$ cat config.mk
export PLATFORM = sky130hd
export DESIGN_NAME = multicycle_control_unit_flat
export DESIGN_NICKNAME = d
export VERILOG_FILES = /design/src/rtl/cpu_pkg.sv /design/src/rtl/multicycle_control_unit_if.sv /design/src/rtl/multicycle_control_unit_decoder.sv /design/src/rtl/multicycle_control_unit.sv /design/src/flat_wrapper.sv
export SDC_FILE = /design/constraint.sdc
export NUM_CORES = 1
export LEC_CHECK = 0
export CAP_MARGIN = 0
export CORE_MARGIN = 2
export CORE_UTILIZATION = 42
export CTS_CLUSTER_DIAMETER = 40
export DETAILED_ROUTE_END_ITERATION = 10
export PLACE_DENSITY = 0.69
export SLEW_MARGIN = 15
export SYNTH_ARGS = -nofsm -noshare
export SYNTH_HDL_FRONTEND = slang
export SYNTH_HIERARCHICAL = 1
export SYNTH_SLANG_ARGS = --single-unit
$ cat constraint.sdc
create_clock -name CLK -period 2.95 [get_ports CLK]
set_input_delay 0.59 -clock CLK [delete_from_list [all_inputs] [get_ports CLK]]
set_output_delay 0.59 -clock CLK [all_outputs]
set_load 0.01 [all_outputs]
$ cat src/rtl/cpu_pkg.sv
// Shared definitions for the multi-cycle controller: opcode values, FSM state
// encoding, ALU/PC/register-destination selects and the decoder payload.
package cpu_pkg;

  localparam int unsigned OPCODE_W = 6;
  localparam int unsigned ALUOP_W  = 3;

  localparam logic [OPCODE_W-1:0] OP_ADD   = 6'b000000;
  localparam logic [OPCODE_W-1:0] OP_SUB   = 6'b000001;
  localparam logic [OPCODE_W-1:0] OP_AND   = 6'b010001;
  localparam logic [OPCODE_W-1:0] OP_OR    = 6'b010011;
  localparam logic [OPCODE_W-1:0] OP_SLL   = 6'b011000;
  localparam logic [OPCODE_W-1:0] OP_ADDIU = 6'b000010;
  localparam logic [OPCODE_W-1:0] OP_ANDI  = 6'b010000;
  localparam logic [OPCODE_W-1:0] OP_ORI   = 6'b010010;
  localparam logic [OPCODE_W-1:0] OP_SLTI  = 6'b011100;
  localparam logic [OPCODE_W-1:0] OP_SW    = 6'b100110;
  localparam logic [OPCODE_W-1:0] OP_LW    = 6'b100111;
  localparam logic [OPCODE_W-1:0] OP_BEQ   = 6'b110000;
  localparam logic [OPCODE_W-1:0] OP_BNE   = 6'b110001;
  localparam logic [OPCODE_W-1:0] OP_BLTZ  = 6'b110010;
  localparam logic [OPCODE_W-1:0] OP_J     = 6'b111000;
  localparam logic [OPCODE_W-1:0] OP_JR    = 6'b111001;
  localparam logic [OPCODE_W-1:0] OP_JAL   = 6'b111010;
  localparam logic [OPCODE_W-1:0] OP_HALT  = 6'b111111;

  typedef enum logic [2:0] {
    S_IF   = 3'b000,
    S_ID   = 3'b001,
    S_EXE  = 3'b010,
    S_MEM  = 3'b011,
    S_WB   = 3'b100,
    S_HALT = 3'b101
  } state_t;

  typedef enum logic [ALUOP_W-1:0] {
    ALU_ADD = 3'b000,
    ALU_SUB = 3'b001,
    ALU_SLL = 3'b010,
    ALU_OR  = 3'b011,
    ALU_AND = 3'b100,
    ALU_SLT = 3'b101
  } aluop_t;

  localparam logic [1:0] PC_NEXT   = 2'b00;
  localparam logic [1:0] PC_BRANCH = 2'b01;
  localparam logic [1:0] PC_JR     = 2'b10;
  localparam logic [1:0] PC_JUMP   = 2'b11;

  localparam logic [1:0] DST_RT = 2'b00;
  localparam logic [1:0] DST_RD = 2'b01;
  localparam logic [1:0] DST_RA = 2'b10;

  // Decoder payload: datapath selects plus instruction-class flags.
  typedef struct packed {
    aluop_t     alu_op;
    logic       alu_src_a;
    logic       alu_src_b;
    logic       ext_sel;
    logic [1:0] reg_dst;
    logic       db_data_src;
    logic       wr_reg_d_src;
    logic       is_rtype;
    logic       is_imm;
    logic       is_lw;
    logic       is_sw;
    logic       is_branch;
    logic       is_beq;
    logic       is_bne;
    logic       is_bltz;
    logic       is_j;
    logic       is_jr;
    logic       is_jal;
    logic       is_halt;
  } decode_t;

endpackage

$ cat src/rtl/multicycle_control_unit_if.sv
// Controller <-> instruction register / datapath bundle.
// master: controller side (takes OpCode/zero/sign, drives enables and selects).
// slave : datapath side.
interface multicycle_control_unit_if #(
  parameter int unsigned CNT_W = 32
);
  import cpu_pkg::*;

  logic [OPCODE_W-1:0] OpCode;
  logic                zero;
  logic                sign;
  logic                PCWre;
  logic                IRWre;
  logic                RegWre;
  logic                InsMemRW;
  logic                RD;
  logic                WR;
  logic                ALUSrcA;
  logic                ALUSrcB;
  logic                ExtSel;
  logic                DBDataSrc;
  logic                WrRegDSrc;
  logic [1:0]          RegDst;
  logic [1:0]          PCSrc;
  logic [ALUOP_W-1:0]  ALUOp;
  logic [2:0]          State;
  logic                Halted;
  logic [CNT_W-1:0]    InstrCount;

  modport master (
    input  OpCode, zero, sign,
    output PCWre, IRWre, RegWre, InsMemRW, RD, WR, ALUSrcA, ALUSrcB, ExtSel,
           DBDataSrc, WrRegDSrc, RegDst, PCSrc, ALUOp, State, Halted, InstrCount
  );

  modport slave (
    output OpCode, zero, sign,
    input  PCWre, IRWre, RegWre, InsMemRW, RD, WR, ALUSrcA, ALUSrcB, ExtSel,
           DBDataSrc, WrRegDSrc, RegDst, PCSrc, ALUOp, State, Halted, InstrCount
  );

endinterface

$ cat src/rtl/multicycle_control_unit_decoder.sv
// opcode_decoder: purely combinational OpCode -> datapath selects and
// instruction-class flags. Ports: op (opcode in), dec (decode_t out).
module opcode_decoder
  import cpu_pkg::*;
(
  input  logic [OPCODE_W-1:0] op,
  output decode_t             dec
);

  always_comb begin
    dec              = '0;
    dec.alu_op       = ALU_ADD;
    dec.ext_sel      = 1'b1;
    dec.wr_reg_d_src = 1'b1;
    dec.reg_dst      = DST_RT;
    case (op)
      OP_ADD:   begin dec.is_rtype = 1'b1; dec.reg_dst = DST_RD; end
      OP_SUB:   begin dec.is_rtype = 1'b1; dec.reg_dst = DST_RD; dec.alu_op = ALU_SUB; end
      OP_AND:   begin dec.is_rtype = 1'b1; dec.reg_dst = DST_RD; dec.alu_op = ALU_AND; end
      OP_OR:    begin dec.is_rtype = 1'b1; dec.reg_dst = DST_RD; dec.alu_op = ALU_OR; end
      OP_SLL:   begin
        dec.is_rtype  = 1'b1;
        dec.reg_dst   = DST_RD;
        dec.alu_op    = ALU_SLL;
        dec.alu_src_a = 1'b1;
      end
      OP_ADDIU: begin dec.is_imm = 1'b1; dec.alu_src_b = 1'b1; end
      // Logical immediates are zero-extended.
      OP_ANDI:  begin dec.is_imm = 1'b1; dec.alu_src_b = 1'b1; dec.alu_op = ALU_AND; dec.ext_sel = 1'b0; end
      OP_ORI:   begin dec.is_imm = 1'b1; dec.alu_src_b = 1'b1; dec.alu_op = ALU_OR;  dec.ext_sel = 1'b0; end
      OP_SLTI:  begin dec.is_imm = 1'b1; dec.alu_src_b = 1'b1; dec.alu_op = ALU_SLT; end
      OP_SW:    begin dec.is_sw = 1'b1; dec.alu_src_b = 1'b1; end
      OP_LW:    begin dec.is_lw = 1'b1; dec.alu_src_b = 1'b1; dec.db_data_src = 1'b1; end
      OP_BEQ:   begin dec.is_branch = 1'b1; dec.is_beq  = 1'b1; dec.alu_op = ALU_SUB; end
      OP_BNE:   begin dec.is_branch = 1'b1; dec.is_bne  = 1'b1; dec.alu_op = ALU_SUB; end
      OP_BLTZ:  begin dec.is_branch = 1'b1; dec.is_bltz = 1'b1; dec.alu_op = ALU_SUB; end
      OP_J:     dec.is_j = 1'b1;
      OP_JR:    dec.is_jr = 1'b1;
      OP_JAL:   begin dec.is_jal = 1'b1; dec.reg_dst = DST_RA; dec.wr_reg_d_src = 1'b0; end
      OP_HALT:  dec.is_halt = 1'b1;
      default:  ;
    endcase
  end

endmodule

$ cat src/rtl/multicycle_control_unit.sv
// Multi-cycle controller: IF/ID/EXE/MEM/WB/HALT sequencer, stage-gated
// enables, PC source selection and retired-instruction counter.
// Ports: CLK, Reset (sync, active-high), bus (master modport: OpCode/zero/sign
// in; enables, selects, State, Halted, InstrCount out).
module multicycle_control_unit
  import cpu_pkg::*;
#(
  parameter int unsigned CNT_W = 32
) (
  input logic                       CLK,
  input logic                       Reset,
  multicycle_control_unit_if.master bus
);

  state_t           state;
  logic [CNT_W-1:0] instr_count;
  decode_t          dec;
  logic             is_nop;
  logic             last_cycle;
  logic             pc_wre;
  logic             taken;

  opcode_decoder u_decoder (
    .op  (bus.OpCode),
    .dec (dec)
  );

  assign is_nop = ~(dec.is_rtype | dec.is_imm | dec.is_lw | dec.is_sw | dec.is_branch |
                    dec.is_j | dec.is_jr | dec.is_jal | dec.is_halt);

  // zero/sign only matter in EXE because PC writes for branches occur only there.
  assign taken = (dec.is_beq & bus.zero) | (dec.is_bne & ~bus.zero) | (dec.is_bltz & bus.sign);

  // Final cycle of the current instruction (next state is IF).
  always_comb begin
    last_cycle = 1'b0;
    case (state)
      S_ID:    last_cycle = dec.is_j | dec.is_jr | dec.is_jal | is_nop;
      S_EXE:   last_cycle = dec.is_branch;
      S_MEM:   last_cycle = ~dec.is_lw;
      S_WB:    last_cycle = 1'b1;
      default: last_cycle = 1'b0;
    endcase
  end

  assign pc_wre = last_cycle & ~Reset;

  // State sequencer and retired-instruction counter.
  always_ff @(posedge CLK) begin
    if (Reset) begin
      state       <= S_IF;
      instr_count <= '0;
    end else begin
      if (pc_wre) instr_count <= instr_count + CNT_W'(1);
      case (state)
        S_IF:  state <= S_ID;
        S_ID: begin
          if (dec.is_halt)     state <= S_HALT;
          else if (last_cycle) state <= S_IF;
          else                 state <= S_EXE;
        end
        S_EXE: begin
          if (last_cycle)                   state <= S_IF;
          else if (dec.is_lw | dec.is_sw)   state <= S_MEM;
          else                              state <= S_WB;
        end
        S_MEM:   state <= dec.is_lw ? S_WB : S_IF;
        S_WB:    state <= S_IF;
        S_HALT:  state <= S_HALT;
        default: state <= S_IF;
      endcase
    end
  end

  // PC source is only meaningful while the PC is being written.
  always_comb begin
    bus.PCSrc = PC_NEXT;
    if (pc_wre) begin
      if (dec.is_jr)                   bus.PCSrc = PC_JR;
      else if (dec.is_j | dec.is_jal)  bus.PCSrc = PC_JUMP;
      else if (dec.is_branch & taken)  bus.PCSrc = PC_BRANCH;
    end
  end

  assign bus.PCWre      = pc_wre;
  assign bus.IRWre      = ~Reset & (state == S_IF);
  assign bus.RegWre     = ~Reset & (((state == S_WB) & (dec.is_rtype | dec.is_imm | dec.is_lw)) |
                                    ((state == S_ID) & dec.is_jal));
  assign bus.RD         = ~(~Reset & (state == S_MEM) & dec.is_lw);
  assign bus.WR         = ~(~Reset & (state == S_MEM) & dec.is_sw);
  assign bus.InsMemRW   = 1'b1;
  assign bus.ALUOp      = dec.alu_op;
  assign bus.ALUSrcA    = dec.alu_src_a;
  assign bus.ALUSrcB    = dec.alu_src_b;
  assign bus.ExtSel     = dec.ext_sel;
  assign bus.RegDst     = dec.reg_dst;
  assign bus.DBDataSrc  = dec.db_data_src;
  assign bus.WrRegDSrc  = dec.wr_reg_d_src;
  assign bus.State      = state;
  assign bus.Halted     = (state == S_HALT);
  assign bus.InstrCount = instr_count;

endmodule
$ cat src/flat_wrapper.sv
// flat-port wrapper written by rule: the top's interface ports become plain ports
module multicycle_control_unit_flat import cpu_pkg::*;
#(
  parameter int unsigned CNT_W = 32
)
  (CLK, Reset, bus_OpCode, bus_zero, bus_sign, bus_PCWre, bus_IRWre, bus_RegWre, bus_InsMemRW, bus_RD, bus_WR, bus_ALUSrcA, bus_ALUSrcB, bus_ExtSel, bus_DBDataSrc, bus_WrRegDSrc, bus_RegDst, bus_PCSrc, bus_ALUOp, bus_State, bus_Halted, bus_InstrCount);
  multicycle_control_unit_if #(.CNT_W(CNT_W)) bus_i ();
  input logic CLK;
  input logic Reset;
  input wire logic [$bits(bus_i.OpCode)-1:0] bus_OpCode;
  input wire logic [$bits(bus_i.zero)-1:0] bus_zero;
  input wire logic [$bits(bus_i.sign)-1:0] bus_sign;
  output wire logic [$bits(bus_i.PCWre)-1:0] bus_PCWre;
  output wire logic [$bits(bus_i.IRWre)-1:0] bus_IRWre;
  output wire logic [$bits(bus_i.RegWre)-1:0] bus_RegWre;
  output wire logic [$bits(bus_i.InsMemRW)-1:0] bus_InsMemRW;
  output wire logic [$bits(bus_i.RD)-1:0] bus_RD;
  output wire logic [$bits(bus_i.WR)-1:0] bus_WR;
  output wire logic [$bits(bus_i.ALUSrcA)-1:0] bus_ALUSrcA;
  output wire logic [$bits(bus_i.ALUSrcB)-1:0] bus_ALUSrcB;
  output wire logic [$bits(bus_i.ExtSel)-1:0] bus_ExtSel;
  output wire logic [$bits(bus_i.DBDataSrc)-1:0] bus_DBDataSrc;
  output wire logic [$bits(bus_i.WrRegDSrc)-1:0] bus_WrRegDSrc;
  output wire logic [$bits(bus_i.RegDst)-1:0] bus_RegDst;
  output wire logic [$bits(bus_i.PCSrc)-1:0] bus_PCSrc;
  output wire logic [$bits(bus_i.ALUOp)-1:0] bus_ALUOp;
  output wire logic [$bits(bus_i.State)-1:0] bus_State;
  output wire logic [$bits(bus_i.Halted)-1:0] bus_Halted;
  output wire logic [$bits(bus_i.InstrCount)-1:0] bus_InstrCount;
  assign bus_i.OpCode = bus_OpCode;
  assign bus_i.zero = bus_zero;
  assign bus_i.sign = bus_sign;
  assign bus_PCWre = bus_i.PCWre;
  assign bus_IRWre = bus_i.IRWre;
  assign bus_RegWre = bus_i.RegWre;
  assign bus_InsMemRW = bus_i.InsMemRW;
  assign bus_RD = bus_i.RD;
  assign bus_WR = bus_i.WR;
  assign bus_ALUSrcA = bus_i.ALUSrcA;
  assign bus_ALUSrcB = bus_i.ALUSrcB;
  assign bus_ExtSel = bus_i.ExtSel;
  assign bus_DBDataSrc = bus_i.DBDataSrc;
  assign bus_WrRegDSrc = bus_i.WrRegDSrc;
  assign bus_RegDst = bus_i.RegDst;
  assign bus_PCSrc = bus_i.PCSrc;
  assign bus_ALUOp = bus_i.ALUOp;
  assign bus_State = bus_i.State;
  assign bus_Halted = bus_i.Halted;
  assign bus_InstrCount = bus_i.InstrCount;
  multicycle_control_unit #(.CNT_W(CNT_W)) u_core (.CLK(CLK), .Reset(Reset), .bus(bus_i));
endmodule
# Word-level counts from Yosys, hierarchy flattened

Index checks and enable logic that the tools add are counted.

Bits in registers: 35
Bits of input ports: 10
Output and inout port bits: 54
Word-level logic and storage cells: 98

$add $sub $neg: 1
Equal/unequal tests: 22
Muxes and demuxes: 29
Bitwise logic cells: 34
Reductions and logical operators: 10

Operators by type and width:

| cell                  | count |
|---|---|
| $eq 6x6->1 const B    | 9 |
| $eq 6x5->1 const B    | 6 |
| $add 32x1->32 const B | 1 |
| $pmux 3 s5            | 2 |
| $mux 1                | 17 |
| $or 1x1->1            | 16 |
| $and 1x1->1           | 12 |
| $mux 3                | 4 |
| $mux 2                | 4 |
| $reduce_or 4->1       | 2 |
| $eq 3x2->1 const B    | 2 |
| $eq 3x3->1 const B    | 2 |
| $eq 6x1->1 const B    | 1 |
| $eq 6x2->1 const B    | 1 |
| $logic_not 6->1       | 1 |
| $not 1->1             | 6 |
| $reduce_or 2->1       | 3 |
| $reduce_or 6->1       | 1 |
| $reduce_or 5->1       | 1 |
| $pmux 1 s4            | 1 |
| $pmux 2 s2            | 1 |
| $eq 3x1->1 const B    | 1 |
| $logic_not 3->1       | 1 |
| $reduce_or 3->1       | 1 |

# Logic depth before layout (Yosys ltp)

Word-level depth: 17
Gate-level depth with buffers: 11
Depth with buffers taken out: 8

# Cells and area by module

Netlist, hierarchy kept.

By module, submodules not included:

| module                  | times used | cells each | area an instance (um^2) | sequential area each (um^2) |
|---|---|---|---|---|
| multicycle_control_unit | 1          | 276        | 2,312.2                 | 700.7 |
| opcode_decoder          | 1          | 54         | 336.6                   | 0.0 |

# Worst setup path after synthesis

OpenSTA, ideal clock, no wires.

Path kind: input to output
Start point: in bus_OpCode[4]
End point: out bus_PCSrc[0]
Data arrival time: 2.293 ns
Data required time: 2.360 ns
Setup slack: 0.067 ns
Stages: 9
Path buffers: 1
Cells stage by stage: buf_6 or2_1 nand3_1 nand2_1 nor4_2 a21boi_1 nor3_1 nor2_1 nor4_1

RTL lines:

| what               | RTL line           | RTL |
|---|---|---|
| start: declaration | flat_wrapper.sv:10 | `input wire logic [$bits(bus_i.OpCode)-1:0] bus_OpCode;` |
| end: declaration   | flat_wrapper.sv:25 | `output wire logic [$bits(bus_i.PCSrc)-1:0] bus_PCSrc;` |

==> flow_summary.toml <==
[routing]
wl_per_cell_um = 14.22
drtIter0Drc = 181
drc_errors = 0
routed_wl_mm = 7.182
vias_per_cell = 5.422
vias = 2738
ant_nets = 0
drt_pass1_iterations = 4

[power]
p_leak_nw = 1.430
irDropWorstVdd_mv = 0.1732
power_mw = 1.226
power.density_nw_per_um2 = 315.6

[yosys]
ys.flop_type = "dfxtp_1"
ys_seq_elements = 35
synth_xor_area_share_pct = 0
synth_warnings = 6
synth.mux.area_fraction_pct = 13.46
synthAdderAreaFrac_pct = 0.4724
synthArstFlopShare_pct = 0
syn-num-nets = 341
synth_top_family_by_area = "simple AND/OR/NAND/NOR gates"
syn-cell-area_sq_um = 2649
yosys.area_share.simple_pct = 37.79
seq_area_frac_synth_pct = 26.45
syn_area_per_cell_sq_um = 8.027
synth_edf_count = 0
synth-compound-area-share_pct = 14.83
synthCells = 330
netlist-cell-type-count = 53

[worst_setup_path]
start_kind = "primary input"
path_class = "in2out"
crit_family = "simple AND/OR/NAND/NOR gates"
crit_fanout = 5
cp.required_ps = 2360
crit_chain = "buf_8, buf_4, nand2_2, or4_4, nand2_4, nor4_4, a21boi_2, nor3_2, nor2_2, buf_4, buf_4, nor3_2, buf_2"
arrival_ps = 2370
crit_top_cell = "buf_4"
crit_buf_inv = 5
slowest_stage = "or4_4"
max_stage_delay_ps = 560
end_kind = "output pin"

[place]
port-buffer-count = 62
dpl_cell_area_sq_um = 3588
placedCellCount = 488
dp_hpwl_mm = 5.007
place.gp.congestion = 0.8505
post-place-ws_ps = -739.7

[timing]
finalMaxSlewViolations = 0
hold_violations = 0
setup_slack_ps = -12.71
post-route-period-util_pct = 100.4
worst_slew_pin_slew_ps = 602.8
final-setup-viol-count = 1
maxClockFrequency_mhz = 337.5
fin_crit_ps = 2963
slew_headroom_pct = 59.81
rsz0062_at_grt = "true"
fin_skew_ps = 8.400

[global_route]
first_global_vias = 2564
overflow = 0
grt.total_usage_pct = 19.44
antenna_found_initial = 0
grt_pass1_wl_mm = 11.44
grt_start_max_net_pins = 65

[cts]
insertion_delay_ps = 300
cts_tree = "yes"
cts_buffer_depth = 2
clk_pin_slew_ps = 70
cts_buffers = 5
cts_sinks = 35
h-tree-depth = 2
root_buffer = "clkbuf_8"

[cells_and_area]
finalInstanceArea_sq_um = 3884
n_fill_cell = 519
nets = 440
area_growth_pct = 46.62
diodes = 0
final_util_pct = 64.83
drive_gt1_share_pct = 32.79
fin_cells = 505

[die]
start_util_pct = 44.21
core_sq_um = 5991
fp.dieW_um = 83.42
ios = 64
die_y_um = 83.42
num_rows = 28
die_area_sq_um = 6958

[status]
status = "finished, violations left"
violations = "negative setup slack"

[job]
cap_violations = 0

[worst_hold_path]
holdCritPathClass = "reg2reg"
==> cells in the mapped netlist, drive strengths merged (2+ instances only) <==
master    n  area (sq um)
nor3b     2         15.01
clkbuf   12         48.80
inv       9         33.78
nand2b    6         45.04
or4       3         26.27
a221oi    2         17.52
nand3    16         80.08
a21boi    2         15.02
a2111oi   5         112.6
nor3     13         65.06
nand2    23         88.84
mux2i     3         30.03
nand4    16         130.1
a21oi    20         100.1
nand4b    2         17.52
a211oi   10         75.07
buf      14         98.84
or2       2         12.52
nor2     54         210.2
o22ai     3         18.77
o21ai     2         10.01
dfxtp    35         700.7
mux2     29         326.6
nor2b    26         162.7
nor4      7         86.33
==> logic make-up after synthesis <==
| group | Yosys count |
|---|---|
| AOI/OAI and AO/OA | 49 |
| adders and majority gates | 1 |
| buffers and inverters | 35 |
| and+or+nand+nor | 177 |
| muxes | 32 |
| DFF | 35 |
| other | 1 |
==> state kept, by name (all words and copies together), names as in the netlist <==
name and count:
u_core/bus.State 3, u_core/bus.InstrCount 32
==> where the power goes <==
part	leakage [nW]	internal [mW]	switching, mW	total (mW)
sequential	0.283	0.482	0.0168	0.499
combinational	1.11	0.181	0.195	0.377
clock	0.0412	0.165	0.185	0.350
==> final timing paths <==
path                            cells past startpoint  slack, ps                      from                         to
worst max register to register                      6        600  u_core/bus.InstrCount[1]  u_core/bus.InstrCount[28]
worst min register to register                      2        560  u_core/bus.InstrCount[1]   u_core/bus.InstrCount[1]
worst min-delay path                                2        560  u_core/bus.InstrCount[1]   u_core/bus.InstrCount[1]
worst max-delay path                               13        -10             bus_OpCode[2]               bus_PCSrc[1]
==> what timing repair did <==
| action | 4_1_cts | 5_1_grt |
|---|---|---|
| endpoints found under the setup margin | 31 | 18 |
| pin swaps | 5 | 10 |
| buffers inserted | 3 | 6 |
| hold buffers | 0 | 0 |
| resized for setup | 40 | 39 |
==> cells in the final DEF (no fill, tap or decap), drive strengths merged, types with 2 or more instances in the layout <==
master / count
nand3: 16
or4: 3
inv: 9
a21boi: 2
mux2i: 3
a2111oi: 5
nand2: 23
dfxtp: 35
nor3: 13
nor2: 54
or2: 2
dlygate4sd2: 2
nand4: 16
a21oi: 20
clkdlybuf4s50: 50
nor2b: 26
clkbuf: 8
mux2: 29
nor3b: 2
a211oi: 10
o22ai: 3
nor4: 7
nand4b: 2
a221oi: 2
o21ai: 2
buf: 64
nand2b: 6
==> layout make-up <==
| cell class | count | area, sq um | area share, % |
|---|---|---|---|
| Multi-Input combinational cell | 260 | 1927 | 49.61 |
| Timing Repair Buffer | 118 | 1044 | 26.87 |
| Sequential cell | 35 | 700.7 | 18.04 |
| Tap cell | 75 | 93.84 | 2.416 |
| Clock buffer | 6 | 72.57 | 1.869 |
| Inverter | 9 | 33.78 | 0.8698 |
| Clock inverter | 2 | 12.51 | 0.3222 |
==> worst register-to-register path, cell delays in order, from the launching register on <==
cell and delay [ps]:
dfxtp_1 430, ha_1 290, inv_1 120, nor4_4 540, nand2_1 180, a2111oi_4 340
mux2_1 350
==> metal layers <==
metal / wire, um / part of all wire (%) / vias up / GRT usage (%)
met5: 0 / 0 / - / 0
met2: 3492 / 49 / 55 / 32.77
met4: 176 / 2.5 / 0 / 6.012
li1: - / - / 1369 / -
met1: 3277 / 46 / 1299 / 24.76
met3: 235 / 3.3 / 15 / 4.274
==> through the flow <==
step,TNS (ps),hold slack [ps]
after floorplan,0,525.7
after global placement,-13310,497.7
after detailed placement,-14640,542.4
after CTS,-74.25,555.6
after global routing,-642.4,582.7
final,-12.71,560.1
(Power assumes the default switching activity.)
